### config.mk
export PLATFORM = sky130hd
export DESIGN_NAME = cordic_nco_sequencer
export DESIGN_NICKNAME = d
export VERILOG_FILES = /design/src/rtl/cordic_nco_sequencer.sv
export SDC_FILE = /design/constraint.sdc
export NUM_CORES = 1
export LEC_CHECK = 0
export ABC_AREA = 1
export ABC_CLOCK_PERIOD_IN_PS = 4800
export CORE_AREA = 5 5 86 88
export DETAILED_ROUTE_END_ITERATION = 10
export DIE_AREA = 0 0 91 93
export GPL_ROUTABILITY_DRIVEN = 0
export PLACE_DENSITY = 0.84
export SYNTH_ARGS = -nofsm -noshare
export SYNTH_HDL_FRONTEND = slang
export SYNTH_SLANG_ARGS = --single-unit
### constraint.sdc
create_clock -name clk_i -period 4.8 [get_ports clk_i]
set_input_delay 0.72 -clock clk_i [delete_from_list [all_inputs] [get_ports clk_i]]
set_output_delay 0.72 -clock clk_i [all_outputs]
set_load 0.01 [all_outputs]
### src/rtl/cordic_nco_sequencer.sv
// rtl/cordic_nco_sequencer.sv - phase accumulator and request sequencer driving an iterative CORDIC rotator as an NCO
//
// Purpose: on each enabled sample tick, folds the accumulated phase into the
// rotator's convergence range and issues one rotation request. It then waits
// for the rotator's done strobe, applies quadrant sign correction, and presents
// cos/sin with a one-cycle valid strobe.
//
// Ports:
//   clk_i, rst_i (async, active-high)    clock and reset
//   enable_i, tick_i                     sample request (tick honoured only when enabled)
//   phase_inc_i                          unsigned phase step, applied when a sample completes
//   phase_clr_i                          phase reset request (immediate when idle, deferred when busy)
//   cordic_x_o/y_o/z_o, cordic_valid_strobe_o   rotator operands and request strobe
//   cordic_x_i/y_i, cordic_done_i        rotator results and done strobe
//   cos_o, sin_o, sample_valid_strobe_o  corrected sample and its strobe
//   busy_o                               request in flight
//   overrun_o                            sticky: an enabled tick arrived while busy
module cordic_nco_sequencer #(
    parameter int N_FRAC    = 7,
    parameter int PHASE_BW  = 16,
    parameter int AMPLITUDE = 77
) (
    input  logic                clk_i,
    input  logic                rst_i,
    input  logic                enable_i,
    input  logic                tick_i,
    input  logic [PHASE_BW-1:0] phase_inc_i,
    input  logic                phase_clr_i,
    output logic [N_FRAC:0]     cordic_x_o,
    output logic [N_FRAC:0]     cordic_y_o,
    output logic [N_FRAC:0]     cordic_z_o,
    output logic                cordic_valid_strobe_o,
    input  logic [N_FRAC:0]     cordic_x_i,
    input  logic [N_FRAC:0]     cordic_y_i,
    input  logic                cordic_done_i,
    output logic [N_FRAC:0]     cos_o,
    output logic [N_FRAC:0]     sin_o,
    output logic                sample_valid_strobe_o,
    output logic                busy_o,
    output logic                overrun_o
);
    localparam int W = N_FRAC + 1;
    localparam logic [W-1:0] AMP     = W'(AMPLITUDE);
    localparam logic [W-1:0] MOST_NEG = {1'b1, {(W-1){1'b0}}};
    localparam logic [W-1:0] MOST_POS = {1'b0, {(W-1){1'b1}}};

    typedef enum logic [1:0] {S_IDLE, S_ISSUE, S_WAIT, S_OUTPUT} state_t;

    state_t              state_q, state_d;
    logic [PHASE_BW-1:0] phase_q, phase_d;
    logic                clr_pend_q, clr_pend_d;
    logic                fold_q, fold_d;
    logic                overrun_q, overrun_d;
    logic [W-1:0]        cx_q, cx_d, cy_q, cy_d, cz_q, cz_d;
    logic [W-1:0]        cos_q, cos_d, sin_q, sin_d;

    logic [PHASE_BW-1:0] phase_src;
    logic [W-1:0]        raw_p, folded_z;
    logic                fold_now, busy, tick_en;

    // Two's-complement negation, clamped so the most negative code maps to the most positive.
    function automatic logic [W-1:0] neg_sat(input logic [W-1:0] v);
        if (v == MOST_NEG) begin
            return MOST_POS;
        end
        return W'(-v);
    endfunction

    // A clear in the same cycle as an accepted tick must already affect the
    // issued phase, so the fold is computed from the post-clear value.
    assign phase_src = phase_clr_i ? '0 : phase_q;
    assign raw_p     = phase_src[PHASE_BW-1 -: W];
    // Top two bits disagree => outside +-pi/2; rotate by pi (flip MSB) and negate the result later.
    assign fold_now  = raw_p[W-1] ^ raw_p[W-2];
    assign folded_z  = fold_now ? {~raw_p[W-1], raw_p[W-2:0]} : raw_p;
    assign busy      = (state_q != S_IDLE);
    assign tick_en   = tick_i & enable_i;

    always_comb begin
        state_d    = state_q;
        phase_d    = phase_q;
        clr_pend_d = clr_pend_q;
        fold_d     = fold_q;
        overrun_d  = overrun_q;
        cx_d       = cx_q;
        cy_d       = cy_q;
        cz_d       = cz_q;
        cos_d      = cos_q;
        sin_d      = sin_q;

        if (busy && tick_en) begin
            overrun_d = 1'b1;
        end
        if (busy && phase_clr_i) begin
            clr_pend_d = 1'b1;
        end

        case (state_q)
            S_IDLE: begin
                if (phase_clr_i) begin
                    phase_d = '0;
                end
                if (tick_en) begin
                    // Operands are latched on entry so they are valid alongside the ISSUE strobe.
                    cx_d    = AMP;
                    cy_d    = '0;
                    cz_d    = folded_z;
                    fold_d  = fold_now;
                    state_d = S_ISSUE;
                end
            end
            S_ISSUE: begin
                state_d = S_WAIT;
            end
            S_WAIT: begin
                if (cordic_done_i) begin
                    cos_d   = fold_q ? neg_sat(cordic_x_i) : cordic_x_i;
                    sin_d   = fold_q ? neg_sat(cordic_y_i) : cordic_y_i;
                    state_d = S_OUTPUT;
                end
            end
            S_OUTPUT: begin
                phase_d    = (clr_pend_q || phase_clr_i) ? '0 : phase_q + phase_inc_i;
                clr_pend_d = 1'b0;
                state_d    = S_IDLE;
            end
            default: begin
                state_d = S_IDLE;
            end
        endcase
    end

    always_ff @(posedge clk_i or posedge rst_i) begin
        if (rst_i) begin
            state_q    <= S_IDLE;
            phase_q    <= '0;
            clr_pend_q <= 1'b0;
            fold_q     <= 1'b0;
            overrun_q  <= 1'b0;
            cx_q       <= '0;
            cy_q       <= '0;
            cz_q       <= '0;
            cos_q      <= '0;
            sin_q      <= '0;
        end else begin
            state_q    <= state_d;
            phase_q    <= phase_d;
            clr_pend_q <= clr_pend_d;
            fold_q     <= fold_d;
            overrun_q  <= overrun_d;
            cx_q       <= cx_d;
            cy_q       <= cy_d;
            cz_q       <= cz_d;
            cos_q      <= cos_d;
            sin_q      <= sin_d;
        end
    end

    assign cordic_x_o            = cx_q;
    assign cordic_y_o            = cy_q;
    assign cordic_z_o            = cz_q;
    assign cordic_valid_strobe_o = (state_q == S_ISSUE);
    assign cos_o                 = cos_q;
    assign sin_o                 = sin_q;
    assign sample_valid_strobe_o = (state_q == S_OUTPUT);
    assign busy_o                = busy;
    assign overrun_o             = overrun_q;

endmodule

=== After elaboration in Yosys (flattened, before gate mapping) ===
Index checks and enable logic that the tools add are counted.

* Add/subtract/negate cells: 3
* Equality and inequality tests: 8
* Muxes and demuxes: 21
* Bitwise logic cells: 3
* Reduce and logical (&&, ||, !) cells: 11

{| class="wikitable"
|+ Operators with widths
! kind !! number
|-
| two-way mux 8 bit || 7
|-
| two-way mux 16 bit || 2
|-
| one-hot mux 16 bit (2 select lines) || 1
|-
| adder 16 bit || 1
|-
| equality test 8 bit (second input constant) || 2
|-
| negator 8 bit || 2
|-
| two-way mux 1 bit || 8
|-
| one-hot mux 2 bit (4 select lines) || 1
|-
| AND reduction 2 bit || 4
|-
| != test 2 bit (second input constant) || 3
|-
| nonzero test 2 bit || 3
|-
| equality test 2 bit (second input constant) || 2
|-
| two-way mux 2 bit || 2
|-
| equality test 2 x 1 -> 1 bit (second input constant) || 1
|-
| logical AND 1 bit || 2
|-
| logical NOT 2 bit || 1
|-
| bitwise AND 1 bit || 1
|-
| logical OR 1 bit || 1
|-
| inverter 1 bit || 1
|-
| bitwise XOR 1 bit || 1
|}

* Register bits: 46
* Input bits: 38
* Output and inout port bits: 44
* Word-level logic and storage cells: 56

=== Logic depth before layout (Yosys ltp) ===
* Depth after elaboration: 6
* Depth in mapped cells: 12
* Depth with buffers taken out: 12

=== Worst setup path after synthesis ===
OpenSTA, ideal clock, no wires.

* Path kind: input -> register
* From: input port phase_inc_i[0]
* To: register phase_q[8]
* Library setup time: 0.121 ns
* Arrival: 1.928 ns
* Required time: 4.679 ns
* Path slack: 2.751 ns
* Cell stages on the path: 10
* Buffers on the path: 0
* Cells stage by stage: ha_1 -> inv_1 -> fa_1 -> inv_1 -> nand3_1 -> nand3_1 -> a21oi_1 -> or2_1 -> nand3_1 -> a21oi_1

* Word-level cells in the longest chain between the ends: 3

{| class="wikitable"
|+ Ends and longest elaborated chain
! what !! line !! text
|-
| start, declared || 27 || <nowiki>input logic [PHASE_BW-1:0] phase_inc_i,</nowiki>
|-
| adder 16 bit || 123 || <nowiki>phase_d = (clr_pend_q || phase_clr_i) ? '0 : phase_q + phase_inc_i;</nowiki>
|-
| two-way mux 16 bit || 123 ||
|-
| one-hot mux 16 bit (2 select lines) || 98 || <nowiki>case (state_q)</nowiki>
|-
| end signal, assigned || 147 || <nowiki>phase_q <= phase_d;</nowiki>
|-
| end, declared || 50 || <nowiki>logic [PHASE_BW-1:0] phase_q, phase_d;</nowiki>
|}

No other way between the ends.
A chain may end at the register's enable or synchronous reset.

=== Worst setup path after layout ===
* From: register state_q[0]
* To: output port busy_o

* Word-level cells in the longest chain between the ends: 1

{| class="wikitable"
|+ Ends and longest elaborated chain
! what !! line !! text
|-
| start, declared || 49 || <nowiki>state_t state_q, state_d;</nowiki>
|-
| start signal, assigned || 146 || <nowiki>state_q <= state_d;</nowiki>
|-
| nonzero test 2 bit || 76 || <nowiki>assign busy = (state_q != S_IDLE);</nowiki>
|-
| end, declared || 39 || <nowiki>output logic busy_o,</nowiki>
|}

No other way between the ends.

==> results.sh <==
export IMPL_status="completed"
export IMPL_yosysWarnings=0
export IMPL_final_cells=613
export IMPL_total_power_mw=2.32
export IMPL_fin_area_um2=4190
export IMPL_leakagePower_nw=2.07
export IMPL_cts_sinks=45
export IMPL_die_area_um2=8460
export IMPL_postSynthCellCount=466
export IMPL_dr_pass1_iters=4
export IMPL_drv_cap=0
export IMPL_die_width_um=91
export IMPL_dp_hpwl_um=6270
export IMPL_seq_power_share=0.294
export IMPL_fmax_ghz=0.377
export IMPL_ys_async_sr_fraction=1.00
export IMPL_track_usage=0.191
export IMPL_fin_crit_ns=2.65
export IMPL_dp_cells=605
export IMPL_r2r_start="state_q[0]"
export IMPL_diodes=0
export IMPL_rrSetupSlack_ns=2.87
export IMPL_drive_gt1_frac=0.114
export IMPL_synth_seq_cells=45
export IMPL_wl_um=7800
export IMPL_grt_pass1_vias=3039
export IMPL_required_ns=4.08
export IMPL_numCtsBuffers=5
export IMPL_n_fill_cell=570
export IMPL_p_int_mw=1.27
export IMPL_hold_worst_slack_ns=0.487
export IMPL_final_antenna_net_count=0
export IMPL_layout_nets=592
export IMPL_crit_arrival_ns=1.93
export IMPL_cts_htree_levels=2
export IMPL_comb_power_share=0.598
export IMPL_hold_violations=0
export IMPL_cts_repair_resized=0
export IMPL_period_share=0.553
export IMPL_antenna_found_initial=0
export IMPL_critPathKind="reg2out"
export IMPL_path_max_fanout=11
export IMPL_die_h_um=93
export IMPL_maxSlewViolCount=0
export IMPL_syn_area_per_cell_um2=7.31
export IMPL_startpoint="state_q[0]"
export IMPL_yosysSeqAreaShare=0.331
export IMPL_grt_first_pass_wirelength_um=13700
export IMPL_wire_per_inst_um=12.7
export IMPL_pin_count=82
export IMPL_critPathLaunchType="flip-flop"
export IMPL_fp_row_count=30
export IMPL_synth_top_area_cell="dfrtp_1"
export IMPL_synth_edf_count=0
export IMPL_postCtsSetupRepairBufs=0
export IMPL_clkPwrFrac=0.107
export IMPL_viasPerCell=4.95
export IMPL_cp_end_kind="primary output"
export IMPL_synth_top_area_frac=0.331
export IMPL_synth_area_um2=3410
export IMPL_multi_input_area_um2=1850
export IMPL_power_density_nw_per_um2=552
export IMPL_maxSlewHeadroom=0.515
export IMPL_hp_class="reg2reg"
export IMPL_p_sw_frac=0.452
export IMPL_drt_drc_violations_left=0
export IMPL_numPortBuffers=69
export IMPL_syn_to_final_growth_pct=23.1
export IMPL_initial_core_util=0.518
export IMPL_area_sequential_um2=1130
export IMPL_p_switching_mw=1.05
export IMPL_path_clk_slew_ns=0.08
export IMPL_r2r_cells=6
export IMPL_rr_endpoint="cordic_z_o[7]"
export IMPL_endpoint="busy_o"
export IMPL_yosysMostFrequentCell="nand2_1"
export IMPL_peakVddDrop_v=0.000360
export IMPL_drt_iter0_markers=129
export IMPL_netlist_top_cells_area="dfrtp_1 33%, nand2_1 11%, inv_1 7.9%, ha_1 7.7%, nand3_1 4.8%"
export IMPL_grt_max_degree=46
export IMPL_clock_latency_ns=0.29
export IMPL_vias=3036
export IMPL_setup_violations=0
export IMPL_finalSetupTns_ns=0
export IMPL_synth_common_cells="103 x nand2_1, 72 x inv_1, 45 x dfrtp_1, 38 x nor2_1, 33 x nand3_1"
export IMPL_rsz0062_at_grt="no"
export IMPL_coreArea_um2=6570
export IMPL_tightest_slew_ns=0.722
export IMPL_ys_flop_type="dfrtp_1"
export IMPL_finClkSkew_ns=0.00873
export IMPL_clock_path_buffers=2
export IMPL_grt_overflow_total=0
export IMPL_root_buffer="clkbuf_8"
export IMPL_cts_tree="built"
export IMPL_synth_cell_types=40
export IMPL_cts_hold_buf=0
export IMPL_dpl_cell_area_um2=4100
cell type report:
type                    count  area share
clock buffers               6      0.0197
clock inverters             2     0.00328
inverters                  86      0.0770
multi-input cells         324       0.441
flip-flops and latches     45       0.268
well taps                  80      0.0239
repair buffers             70       0.166
stage by stage:
stage / worst slack [ns] / utilization
2_1_floorplan: 2.75 / -
4_1_cts: 2.12 / 0.638
6_report: 2.15 / 0.638
3_3_place_gp: 2.21 / 0.624
3_5_place_dp: 2.15 / 0.624
5_1_grt: 1.97 / 0.638
layout by cell type (no fill, tap or decap), drive strengths merged:
master / count
a21oi: 23
a22oi: 1
a31oi: 5
and2: 1
buf: 1
clkbuf: 6
clkdlybuf4s50: 69
clkinv: 5
conb: 12
dfrtp: 45
fa: 1
ha: 21
inv: 83
nand2: 116
nand3: 42
nand3b: 2
nand4: 2
nor2: 40
nor3: 6
o21a: 2
o21ai: 22
o21bai: 1
o22ai: 9
o31ai: 1
or2: 4
xnor2: 5
xor2: 8
worst max-delay path, stage by stage, from the launching register on:
cell             delay, ns
dfrtp_1               0.38
inv_1                 0.09
ha_1                  0.28
inv_1                 0.29
clkdlybuf4s50_1       0.61
worst min path at each step:
stage / from / end / slack (ns) / depth (start not counted)
after CTS: overrun_o / overrun_o / 0.49 / 1
after detailed placement: overrun_o / overrun_o / 0.47 / 1
after global placement: overrun_o / overrun_o / 0.46 / 1
after global routing: overrun_o / overrun_o / 0.51 / 1
final: overrun_o / overrun_o / 0.49 / 1
after floorplan: state_q[1] / state_q[1] / 0.50 / 2
power by group through the flow:
stage	Clock [mW]	Sequential (mW)	Combinational, mW
4_1_cts	0.258	0.683	1.39
3_3_place_gp	0	0.685	1.34
6_report	0.249	0.682	1.38
2_1_floorplan	0	0.699	0.918
3_5_place_dp	0	0.690	1.38
5_1_grt	0.275	0.706	1.57
kinds of logic after synthesis:
group	count (synthesis)	synth area share
xor+xnor	13	0.0334
other cells	1	0.00110
flops	45	0.331
buf+inv	108	0.138
fa+ha+maj	22	0.0830
compound gates	64	0.116
simple gates	213	0.298
per-layer routing:
| metal | track usage | part of all wire | vias up |
|---|---|---|---|
| met2 | 0.340 | 0.51 | 63 |
| met3 | 0.0378 | 0.042 | 12 |
| met5 | 0 | 0 | - |
| li1 | - | - | 1570 |
| met1 | 0.234 | 0.43 | 1391 |
| met4 | 0.0538 | 0.020 | 0 |
state kept, by name, summed over array words and instances (netlist names):
signal	flops
cordic_x_o	1
cordic_z_o	7
phase_q	16
overrun_o	1
fold_q	1
state_q	2
cos_o	8
clr_pend_q	1
sin_o	8
No activity file was read; power rests on OpenSTA's default activity.
